### src/rtl/fwd_hazard_unit.sv
// EX-stage operand forwarding and load-use hazard control for a 5-stage MIPS
// pipeline. Forwarding is purely combinational with priority MEM > WB >
// history > regfile. The history entry remembers the previous cycle's WB
// write so that an operand read from the regfile in the same cycle the value
// was being written still sees the new data. Load-use hazards stall ID and
// bubble EX for LOAD_LAT cycles (legal range 1..3); an interrupt cancels any
// stall in progress.
module fwd_hazard_unit #(
  parameter int DATA_W      = 32,
  parameter int ADDR_W      = 5,
  parameter int LOAD_LAT    = 1,
  parameter int ZERO_REG_EN = 1
) (
  input  logic              clk,
  input  logic              reset,
  input  logic              intterupt,
  input  logic [ADDR_W-1:0] rsaddrID,
  input  logic [ADDR_W-1:0] rtaddrID,
  input  logic [ADDR_W-1:0] rsaddrEX,
  input  logic [ADDR_W-1:0] rtaddrEX,
  input  logic [DATA_W-1:0] readdata1EX,
  input  logic [DATA_W-1:0] readdata2EX,
  input  logic [ADDR_W-1:0] regwriteaddrEX,
  input  logic              MemReadEX,
  input  logic [ADDR_W-1:0] regwriteaddrMEM,
  input  logic              RegWriteMEM,
  input  logic              MemReadMEM,
  input  logic [DATA_W-1:0] ALUoutMEM,
  input  logic [ADDR_W-1:0] regwriteaddrWB,
  input  logic              RegWriteWB,
  input  logic [DATA_W-1:0] regwritedataWB,
  output logic [DATA_W-1:0] forwardout1EX,
  output logic [DATA_W-1:0] forwardout2EX,
  output logic [1:0]        Forward1,
  output logic [1:0]        Forward2,
  output logic              stallID,
  output logic              bubbleEX
);

  typedef enum logic {
    IDLE  = 1'b0,
    STALL = 1'b1
  } state_t;

  // Forward select encodings
  localparam logic [1:0] SEL_RF   = 2'b00;
  localparam logic [1:0] SEL_MEM  = 2'b01;
  localparam logic [1:0] SEL_WB   = 2'b10;
  localparam logic [1:0] SEL_HIST = 2'b11;

  // Counter load value when entering STALL: the IDLE cycle that detects the
  // hazard already provides the first stall cycle.
  localparam logic [1:0] LAT_M1 = 2'(LOAD_LAT - 1);

  // ---------------------------------------------------------------------------
  // State
  // ---------------------------------------------------------------------------
  state_t              state_q, state_d;
  logic [1:0]          cnt_q, cnt_d;
  logic                hist_valid_q;
  logic [ADDR_W-1:0]   hist_addr_q;
  logic [DATA_W-1:0]   hist_data_q;

  // ---------------------------------------------------------------------------
  // Forwarding: one identical mux per EX source operand (0 = rs, 1 = rt)
  // ---------------------------------------------------------------------------
  logic [1:0][ADDR_W-1:0] src_addr;
  logic [1:0][DATA_W-1:0] src_rdata;
  logic [1:0][1:0]        fwd_sel;
  logic [1:0][DATA_W-1:0] fwd_val;

  assign src_addr[0]  = rsaddrEX;
  assign src_addr[1]  = rtaddrEX;
  assign src_rdata[0] = readdata1EX;
  assign src_rdata[1] = readdata2EX;

  genvar gi;
  generate
    for (gi = 0; gi < 2; gi++) begin : g_fwd
      logic src_ok;
      logic mem_hit;
      logic wb_hit;
      logic hist_hit;

      // Register 0 never matches anything when it is hard-wired.
      assign src_ok   = (ZERO_REG_EN == 0) || (src_addr[gi] != '0);
      // A load in MEM has no data yet, so ALUoutMEM is not a valid source.
      assign mem_hit  = src_ok && RegWriteMEM && !MemReadMEM &&
                        (regwriteaddrMEM == src_addr[gi]);
      assign wb_hit   = src_ok && RegWriteWB &&
                        (regwriteaddrWB == src_addr[gi]);
      assign hist_hit = src_ok && hist_valid_q &&
                        (hist_addr_q == src_addr[gi]);

      // Priority select: youngest producer first.
      always_comb begin
        fwd_sel[gi] = SEL_RF;
        fwd_val[gi] = src_rdata[gi];
        if (mem_hit) begin
          fwd_sel[gi] = SEL_MEM;
          fwd_val[gi] = ALUoutMEM;
        end else if (wb_hit) begin
          fwd_sel[gi] = SEL_WB;
          fwd_val[gi] = regwritedataWB;
        end else if (hist_hit) begin
          fwd_sel[gi] = SEL_HIST;
          fwd_val[gi] = hist_data_q;
        end
      end
    end
  endgenerate

  assign Forward1      = fwd_sel[0];
  assign Forward2      = fwd_sel[1];
  assign forwardout1EX = fwd_val[0];
  assign forwardout2EX = fwd_val[1];

  // ---------------------------------------------------------------------------
  // Load-use hazard detection
  // ---------------------------------------------------------------------------
  logic ex_dst_ok;
  logic hz;

  assign ex_dst_ok = (ZERO_REG_EN == 0) || (regwriteaddrEX != '0);
  assign hz        = MemReadEX && ex_dst_ok &&
                     ((regwriteaddrEX == rsaddrID) || (regwriteaddrEX == rtaddrID));

  // ---------------------------------------------------------------------------
  // Stall FSM
  // ---------------------------------------------------------------------------
  logic stall_raw;

  // Next-state and stall request; interrupt overrides everything.
  always_comb begin
    state_d   = state_q;
    cnt_d     = cnt_q;
    stall_raw = 1'b0;
    if (intterupt) begin
      state_d = IDLE;
      cnt_d   = 2'd0;
    end else begin
      case (state_q)
        IDLE: begin
          stall_raw = hz;
          if (hz && (LOAD_LAT > 1)) begin
            state_d = STALL;
            cnt_d   = LAT_M1;
          end
        end
        STALL: begin
          // hz is deliberately ignored: the same load must not retrigger.
          stall_raw = 1'b1;
          cnt_d     = cnt_q - 2'd1;
          if (cnt_q <= 2'd1) begin
            state_d = IDLE;
          end
        end
        default: begin
          state_d = IDLE;
          cnt_d   = 2'd0;
        end
      endcase
    end
  end

  // Stall controls are held low while reset is asserted.
  assign stallID  = stall_raw && !reset;
  assign bubbleEX = stall_raw && !reset;

  // FSM state register.
  always_ff @(posedge clk) begin
    if (reset) begin
      state_q <= IDLE;
      cnt_q   <= 2'd0;
    end else begin
      state_q <= state_d;
      cnt_q   <= cnt_d;
    end
  end

  // History entry: captures every WB write; an interrupt invalidates it.
  always_ff @(posedge clk) begin
    if (reset) begin
      hist_valid_q <= 1'b0;
      hist_addr_q  <= '0;
      hist_data_q  <= '0;
    end else begin
      hist_valid_q <= RegWriteWB && !intterupt;
      hist_addr_q  <= regwriteaddrWB;
      hist_data_q  <= regwritedataWB;
    end
  end

endmodule

### config.mk
export PLATFORM = sky130hd
export DESIGN_NAME = fwd_hazard_unit
export DESIGN_NICKNAME = d
export VERILOG_FILES = /design/src/rtl/fwd_hazard_unit.sv
export SDC_FILE = /design/constraint.sdc
export NUM_CORES = 1
export LEC_CHECK = 0
export ABC_CLOCK_PERIOD_IN_PS = 2400
export CORE_AREA = 5 5 113 115
export DETAILED_ROUTE_END_ITERATION = 6
export DIE_AREA = 0 0 118 120
export PLACE_DENSITY = 0.77
export SLEW_MARGIN = 15
export SYNTH_ARGS = -nofsm -noshare
export SYNTH_HDL_FRONTEND = slang
export SYNTH_SLANG_ARGS = --single-unit
### constraint.sdc
create_clock -name clk -period 2.4 [get_ports clk]
set_input_delay 0.48 -clock clk [delete_from_list [all_inputs] [get_ports clk]]
set_output_delay 0.48 -clock clk [all_outputs]
set_load 0.02 [all_outputs]
==> impl_metrics.csv, run 1 <==
group,metric,value,unit
routing,via_per_inst,5.85,
clocking,cts_buffers,5,
setup_path,crit_slowest_cell,"or4b_4",
power,ir_drop,0.260,mV
routing,via_count,5787,
clocking,clk_latency,280,ps
setup_path,crit_arrival,2390,ps
sta,whs,483,ps
setup_path,worst_path_largest_cell_delay,610,ps
power,p_leak,3.41,nW
die,start_util,32.7,%
sta,post-route-period-util,120,%
yosys,ys_warn_count,0,
sta,slew_headroom,68.5,%
yosys,yosysSeqAreaShare,21.4,%
sta,clock.fmax,348,MHz
final_layout,syn_to_final_growth,139,%
sta,period_needed,2870,ps
sta,final-setup-viol-count,68,
yosys,synth_nets,681,
clocking,cts_tree,"yes",
outcome,violations,"negative setup slack",
yosys,syn_inst,510,
routing,ant_nets,0,
yosys,avgSynthCellArea,7.51,um2
routing,drtPass1Iterations,5,
routing,drt_iter0_drc,377,
die,die_h,120,um
sta,rsz0062_at_grt,"yes",
setup_path,startpoint_type,"flop",
yosys,syn_area,3830,um2
placement,place_hpwl,14200,um
final_layout,mostFrequentLayoutCell,"clkdlybuf4s50_1",
die,die_area,14200,um2
final_layout,drive_gt1_share,48.5,%
min_path,hp-class,"flop to flop",
sta,final_max_slew_viol_count,0,
setup_path,crit_buf_inv,3,
global_route,track_usage,29.0,%
yosys,synth-simple-area-share,23.9,%
routing,drc,0,
setup_path,r2r-start,"cnt_q[1]$_SDFFE_PP0P_",
global_route,grt_pass1_vias,6158,
placement,io_buffers,239,
sta,setup_tns,-23240,ps
yosys,synth_compound_area_share,37.8,%
sta,worst_pin_slew,473,ps
routing,wl,22900,um
power,cellPowerDensity,295,nW/um2
die,die_w,118,um
clocking,cts.root.buffer_cell,"clkbuf_16",
setup_path,path_max_fanout,9,
final_layout,final_cell_mix,"clkdlybuf4s50_1 (138), o21ai_2 (79), buf_6 (78), buf_4 (77), nand2_1 (65)",
setup_path,crit_required,1920,ps
clocking,cts.htree.levels,2,
global_route,grt_pass1_wl,33200,um
clocking,path_clk_slew,60,ps
setup_path,rrSetupSlack,1380,ps
yosys,yosysUniqueCellTypes,39,
die,rows,40,
setup_path,crit_top_cell,"buf_6",
clocking,clock_tree.buffer_depth,2,
setup_path,worstSetupEndpointType,"output port",
clocking,cts.sinks,41,
die,ioPinCount,240,
yosys,synth_xor_area_share,8.91,%
yosys,ys_ff_latch,41,
routing,wl_per_cell,23.1,um
run,maxCapViolCount,0,
yosys,synth_top_family_by_area,"compound AO/OA/AOI/OAI gates",
global_route,overflow,0,
setup_path,path_cells,"buf_6, xor2_2, nor2_1, or4b_4, buf_12, a221oi_2, o21ai_2, buf_6",
clocking,ctsHoldBuffers,0,
setup_path,critPathTopFamily,"simple AND/OR/NAND/NOR gates",
yosys,synth_adder_area_share,0.326,%
min_path,min-delay-start,"cnt_q[1]$_SDFFE_PP0P_",
global_route,antenna_found_initial,0,
final_layout,n_antenna_cell,0,
yosys,synth_mux_area_share,0.261,%
setup_path,crit_type,"flop to output port",
sta,fin_ws,-472,ps
global_route,grt_max_degree,41,
setup_path,startpoint,"hist_addr_q[1]$_SDFF_PP0_",
die,core,11700,um2
outcome,outcome,"finished with violations",
final_layout,final_nets,1014,
placement,place_congestion,0.892,
sta,hold_viol,0,
sta,skew,0.381,ps
## path summary, 6_finish.rpt
check / end / cells after the start
min: state_q$_SDFF_PP0_ / 2
max: forwardout1EX[31] / 8
max reg2reg: cnt_q[1]$_SDFFE_PP0P_ / 4
min reg2reg: state_q$_SDFF_PP0_ / 2
## worst reg2reg max path: stages, from the launching register on
cell and delay [ps]:
dfxtp_1 360, inv_1 60, ha_1 270, mux2i_1 150, nor3_1 60
## cells by family (layout without fill, tap and decap cells)
group           after synthesis  in the layout
mux                           1              1
xor+xnor                     39             39
fa+ha+maj                     1              1
simple gates                172            176
flops                        41             41
compound gates              203            203
buf+inv                      53            382
## layout make-up
class,instances,area [um2]
multi-input cells,420,4130
repair buffers,369,3840
fillers,720,2570
flip-flops and latches,41,823
well taps,147,184
clock buffers,7,143
inverters,6,22.5
## sequential cells by signal, indices dropped and copies added (netlist names)
| signal | flops |
|---|---|
| cnt_q | 2 |
| hist_addr_q | 5 |
| hist_data_q | 32 |
| hist_valid_q | 1 |
| state_q | 1 |
## cell usage after synthesis, drive strengths merged
library cell	count	area [um2]
or4	3	26.3
and4	1	8.76
nand4	2	12.5
xor2	20	175
o21ai	131	656
nand2	68	255
buf	18	150
a221oi	64	736
inv	6	22.5
a21oi	3	15.0
a211oi	1	7.51
nor3	7	35.0
ha	1	12.5
a211o	1	8.76
o21a	1	7.51
xnor2	19	166
nor2	7	33.8
and2	34	213
nor2b	38	238
mux2i	1	10.0
o221ai	1	8.76
or4b	1	10.0
clkbuf	29	109
nand3	5	25.0
nor4	4	46.3
or3	2	13.8
a221o	1	10.0
dfxtp	41	821
## timing repair
item                       4_1_cts  5_1_grt
setup endpoints to repair       70       69
pin swaps                       54       23
cloned                          13        2
buffers inserted                35       12
gates resized for setup        633       76
## power by group
part           switching (W)  internal (W)  total, W
clock               0.000267      0.000409  0.000676
sequential         0.0000114      0.000715  0.000726
combinational       0.000576      0.000724   0.00130
total               0.000854       0.00185   0.00270
## metal layers
metal | vias up | share of wire [%] | GRT usage, %
met5 | - | 0 | 0
met3 | 101 | 6.9 | 6.08
li1 | 2565 | - | -
met2 | 333 | 52 | 53.6
met4 | 0 | 5.3 | 14.1
met1 | 2788 | 36 | 31.3
## per-stage QoR
| stage | area [um2] | std cells | setup slack [ps] | total power (W) | utilization (%) |
|---|---|---|---|---|---|
| after global routing | 9140 | 990 | -480 | 0.00281 | 78.1 |
| after CTS | 8650 | 980 | -403 | 0.00260 | 73.9 |
| after global placement | 7320 | 926 | -1350 | 0.00179 | 62.5 |
| final | 9140 | 990 | -472 | 0.00270 | 78.1 |
| after detailed placement | 7320 | 926 | -1360 | 0.00181 | 62.5 |
| after floorplan | 4280 | 510 | -87.8 | 0.00116 | - |
Note: power is estimated with default switching activity, not from simulation.
==> run 2, diff against run 1 <==
--- a/config.mk
+++ b/config.mk
@@ -6,10 +6,10 @@
 export NUM_CORES = 1
 export LEC_CHECK = 0
 export ABC_CLOCK_PERIOD_IN_PS = 2400
-export CORE_AREA = 5 5 113 115
+export CORE_AREA = 5 5 120 122
 export DETAILED_ROUTE_END_ITERATION = 6
-export DIE_AREA = 0 0 118 120
-export PLACE_DENSITY = 0.77
+export DIE_AREA = 0 0 125 127
+export PLACE_DENSITY = 0.69
 export SLEW_MARGIN = 15
 export SYNTH_ARGS = -nofsm -noshare
 export SYNTH_HDL_FRONTEND = slang
==> impl_metrics.csv, run 2 (synthesis gave the netlist of run 1 again) <==
group,metric,value,unit
outcome,outcome,"finished with violations",
outcome,violations,"negative setup slack",
global_route,overflow,0,
die,die_w,125,um
power,ir_drop,0.255,mV
placement,io_buffers,239,
routing,drtPass1Iterations,4,
power,p_leak,3.32,nW
min_path,holdPathStages,2,
clocking,cts_tree,"yes",
final_layout,final_nets,985,
global_route,grt_max_degree,41,
routing,drt_iter0_drc,386,
global_route,track_usage,25.8,%
clocking,cts.sinks,41,
die,ioPinCount,240,
sta,slew_headroom,66.8,%
die,core,13100,um2
setup_path,crit_required,1920,ps
clocking,cts_buffers,5,
sta,worst_pin_slew,498,ps
sta,final-setup-viol-count,68,
sta,period_needed,2820,ps
setup_path,path_depth,7,
routing,wl,22200,um
setup_path,rr_worst_depth,4,
setup_path,startpoint_type,"flop",
setup_path,worstSetupEndpointType,"output port",
final_layout,largest_reg_flops,32,
sta,post-route-period-util,117,%
routing,ant_nets,0,
die,rows,42,
final_layout,n_antenna_cell,0,
die,die_area,15900,um2
power,cellPowerDensity,320,nW/um2
final_layout,largestRegisters,"hist_data_q (32), hist_addr_q (5), cnt_q (2)",
setup_path,path_max_fanout,7,
placement,place_hpwl,14000,um
final_layout,n_fill_cell,943,
setup_path,path_cells,"xnor2_1, nand3_2, or4b_4, buf_12, a221oi_4, o21ai_2, buf_6",
sta,rsz0062_at_grt,"yes",
routing,via_count,5365,
setup_path,crit_arrival,2340,ps
routing,via_per_inst,5.41,
routing,drc,0,
sta,clock.fmax,355,MHz
placement,pre_cts_slack,-1340,ps
clocking,clock_tree.buffer_depth,2,
clocking,cts.root.buffer_cell,"clkbuf_16",
clocking,clk_latency,290,ps
die,die_h,127,um
placement,place_congestion,0.873,
run,maxCapViolCount,0,
global_route,grt_pass1_vias,5623,
final_layout,max_flop_register,"hist_data_q",
global_route,antenna_found_initial,1,
final_layout,final_cell_mix,"clkdlybuf4s50_1 (138), o21ai_2 (92), buf_6 (72), nand2_1 (63), buf_4 (56)",
clocking,cts.htree.levels,2,
final_layout,syn_to_final_growth,136,%
final_layout,mostFrequentLayoutCell,"clkdlybuf4s50_1",
sta,final_max_slew_viol_count,0,
setup_path,crit_type,"flop to output port",
die,start_util,29.3,%
final_layout,drive_gt1_share,48.5,%
sta,whs,476,ps
setup_path,worst_path_largest_cell_delay,680,ps
clocking,path_clk_slew,60,ps
global_route,grt_pass1_wl,32700,um
setup_path,crit_buf_inv,2,
routing,wl_per_cell,22.4,um
setup_path,critPathTopFamily,"simple AND/OR/NAND/NOR gates",
sta,skew,0.493,ps
setup_path,crit_slowest_cell,"or4b_4",
min_path,hp-class,"flop to flop",
sta,fin_ws,-420,ps
sta,hold_viol,0,
## run 2: cell types whose count changed in the layout (fill, tap and decap cells not counted), sizes merged
cell / before / now
buf: 212 / 180
bufbuf: 0 / 1
bufinv: 0 / 2
clkbuf: 12 / 10
clkdlybuf4s15: 2 / 7
clkinv: 0 / 1
dlymetal6s2s: 3 / 2
or4: 7 / 5
## run 2: cell type report
type | instances | area (um2) | area share (%)
clock buffer | 5 | 125 | 1.38
clock inverter | 3 | 65.1 | 0.719
inverter | 6 | 22.5 | 0.249
multi-input combinational | 418 | 4120 | 45.6
sequential | 41 | 825 | 9.11
tap | 176 | 220 | 2.43
timing repair buffer | 342 | 3670 | 40.5
## run 2: power by group
part           leakage, nW  internal, W  switching, W
sequential           0.342     0.000714     0.0000103
combinational         2.89     0.000704      0.000558
clock               0.0938     0.000595      0.000310
total                 3.32      0.00201      0.000878
## run 2: routing by layer
layer  global-route usage [%]  vias to the layer above  routed length, um
li1                         -                     2507                  -
met1                     31.1                     2552               8850
met2                     46.6                      258              11300
met3                     5.13                       46               1510
met4                     7.78                        2                539
met5                        0                        -                  7
## run 2: path summary, 6_finish.rpt
| check | from | to | slack (ps) |
|---|---|---|---|
| worst min register to register | cnt_q[1]$_SDFFE_PP0P_ | state_q$_SDFF_PP0_ | 480 |
| worst max register to register | cnt_q[1]$_SDFFE_PP0P_ | cnt_q[1]$_SDFFE_PP0P_ | 1430 |
| worst max-delay path | hist_addr_q[0]$_SDFF_PP0_ | forwardout1EX[28] | -420 |
| worst min-delay path | cnt_q[1]$_SDFFE_PP0P_ | state_q$_SDFF_PP0_ | 480 |
## run 2: what timing repair did
| item | 4_1_cts | 5_1_grt |
|---|---|---|
| gates resized for setup | 621 | 95 |
| gates cloned | 14 | 4 |
| buffers inserted | 27 | 5 |
| hold buffers | 0 | 0 |
| pin swaps | 72 | 47 |
| endpoints found under the setup margin | 70 | 70 |
## run 2: tightest hold or removal path, cell delays in order, from the launching register on
cell and delay (ps):
dfxtp_1 320, nand3_1 70, nor2_1 40
## run 2: through the flow
step	std cells	cell area (um2)	util, %	TNS, ps	power (W)
after floorplan	510	4280	-	-710	0.00116
after global placement	944	7250	55.4	-83080	0.00179
after detailed placement	944	7250	55.4	-84740	0.00180
after CTS	990	8580	65.5	-23080	0.00281
after global routing	991	9050	69.2	-28400	0.00300
final	991	9050	69.2	-22950	0.00289
==> run 3, diff against run 2 <==
--- a/config.mk
+++ b/config.mk
@@ -5,11 +5,11 @@
 export SDC_FILE = /design/constraint.sdc
 export NUM_CORES = 1
 export LEC_CHECK = 0
-export ABC_CLOCK_PERIOD_IN_PS = 2400
+export ABC_CLOCK_PERIOD_IN_PS = 3400
 export CORE_AREA = 5 5 120 122
 export DETAILED_ROUTE_END_ITERATION = 6
 export DIE_AREA = 0 0 125 127
-export PLACE_DENSITY = 0.69
+export PLACE_DENSITY = 0.66
 export SLEW_MARGIN = 15
 export SYNTH_ARGS = -nofsm -noshare
 export SYNTH_HDL_FRONTEND = slang
==> constraint.sdc (replaced) <==
create_clock -name clk -period 3.4 [get_ports clk]
set_input_delay 0.68 -clock clk [delete_from_list [all_inputs] [get_ports clk]]
set_output_delay 0.68 -clock clk [all_outputs]
set_load 0.02 [all_outputs]
==> impl_metrics.csv, run 3 (synthesis gave the netlist of run 1 again) <==
group,metric,value,unit
outcome,outcome,"completed",
sta,hold_viol,0,
setup_path,startpoint,"rtaddrEX[3]",
setup_path,rr_worst_depth,4,
setup_path,r2r-start,"cnt_q[1]$_SDFFE_PP0P_",
setup_path,crit_required,2720,ps
final_layout,largest_reg_flops,32,
die,start_util,29.3,%
setup_path,worstSetupEndpointType,"output port",
routing,ant_nets,0,
global_route,grt_pass1_wl,29200,um
global_route,overflow,0,
sta,final-setup-viol-count,0,
final_layout,final_nets,951,
final_layout,drive_gt1_share,26.3,%
clocking,cts.root.buffer_cell,"clkbuf_16",
min_path,hp-class,"flop to flop",
final_layout,mostFrequentLayoutCell,"clkdlybuf4s50_1",
final_layout,final_util,54.0,%
final_layout,max_flop_register,"hist_data_q",
die,die_h,127,um
run,maxCapViolCount,0,
setup_path,startpoint_type,"primary input",
setup_path,rrSetupSlack,2430,ps
die,rows,42,
routing,via_per_inst,5.41,
routing,wl_per_cell,20.2,um
power,p_leak,2.72,nW
clocking,cts.htree.levels,2,
die,die_area,15900,um2
routing,drc,0,
clocking,clk_latency,280,ps
sta,skew,0.597,ps
final_layout,largestRegisters,"hist_data_q (32), hist_addr_q (5), cnt_q (2)",
routing,drt_iter0_drc,288,
final_layout,n_antenna_cell,0,
setup_path,crit_type,"primary input to output port",
global_route,track_usage,22.5,%
final_layout,final_cell_mix,"clkdlybuf4s50_1 (155), o21ai_1 (68), nand2_1 (67), o21ai_0 (63), buf_4 (54)",
sta,period_needed,3370,ps
sta,final_max_slew_viol_count,0,
power,power,0.00166,W
final_layout,syn_to_final_growth,84.5,%
routing,wl,19300,um
routing,via_count,5168,
placement,place_hpwl,14000,um
setup_path,path_max_fanout,9,
sta,post-route-period-util,99.1,%
power,ir_drop,0.186,mV
clocking,cts.sinks,41,
die,ioPinCount,240,
global_route,antenna_found_initial,0,
setup_path,crit_arrival,2690,ps
global_route,grt_max_degree,41,
clocking,path_clk_slew,60,ps
setup_path,r2r-end,"cnt_q[1]$_SDFFE_PP0P_",
placement,place_congestion,0.923,
sta,rsz0062_at_grt,"yes",
sta,slew_headroom,68.3,%
clocking,cts_tree,"yes",
placement,io_buffers,239,
sta,clock.fmax,297,MHz
setup_path,worstSetupEndpoint,"forwardout2EX[17]",
min_path,min-delay-start,"cnt_q[1]$_SDFFE_PP0P_",
die,core,13100,um2
die,die_w,125,um
power,cellPowerDensity,235,nW/um2
routing,drtPass1Iterations,5,
clocking,clock_tree.buffer_depth,2,
clocking,cts_buffers,5,
sta,whs,458,ps
global_route,grt_pass1_vias,5259,
sta,worst_pin_slew,476,ps
[run 3: cell count changes in the layout (fill, tap and decap cells not counted), moves of 6 or more]
cell	previous run	this run
clkdlybuf4s50_1	138	155
dlygate4sd2_1	9	3
buf_6	72	8
clkdlybuf4s15_2	1	8
o21ai_2	92	0
o21ai_1	16	68
a221oi_1	0	31
o21ai_0	20	63
buf_2	19	46
a221oi_4	50	0
a221oi_2	14	33
buf_8	6	0
[run 3: cell type report]
class | count | area (um2)
repair buffers | 310 | 2960
well taps | 176 | 220
clock buffers | 7 | 143
multi-input cells | 416 | 2900
fillers | 1238 | 6010
inverters | 6 | 22.5
flip-flops and latches | 41 | 821
[run 3: critical path, stage by stage]
cell,delay (ps)
clkdlybuf4s15_1,220
buf_6,160
xnor2_4,140
nand3_2,110
or3_4,510
buf_6,170
buf_16,140
a221oi_2,250
o21ai_1,130
buf_4,170
[run 3: what timing repair did]
item,4_1_cts,5_1_grt
hold buffers,0,0
cloned,2,2
setup endpoints to repair,68,67
gates resized for setup,285,71
endpoints found under the hold margin,0,0
pin swaps,8,23
buffers inserted,6,6
[run 3: report_power, final]
part	total [W]	switching, W	internal [W]
sequential	0.000512	0.00000821	0.000504
clock	0.000471	0.000183	0.000288
combinational	0.000678	0.000307	0.000372
total	0.00166	0.000498	0.00116
[run 3: how the worst min path moves through the flow]
stage,to,slack [ps],cells past startpoint
2_1_floorplan,state_q$_SDFF_PP0_,430,2
3_5_place_dp,state_q$_SDFF_PP0_,450,2
6_report,state_q$_SDFF_PP0_,460,2
5_1_grt,state_q$_SDFF_PP0_,500,2
3_3_place_gp,state_q$_SDFF_PP0_,440,2
4_1_cts,state_q$_SDFF_PP0_,460,2
[run 3: metal layers]
layer	share of wire, %	vias to the layer above	routed length [um]	track usage [%]
met2	51	295	9890	41.3
li1	-	2417	-	-
met1	38	2418	7380	25.8
met5	0	-	0	0
met3	8.5	38	1630	5.59
met4	2.1	0	413	6.70
[run 3: metrics by stage]
step	instances	worst slack, ps	setup TNS (ps)	instance area, um2
3_5_place_dp	933	-733	-43100	6810
2_1_floorplan	510	427	0	3830
6_report	956	31.4	0	7070
5_1_grt	956	-25.9	-75.4	7070
3_3_place_gp	933	-733	-41060	6810
4_1_cts	948	0.197	0	6940
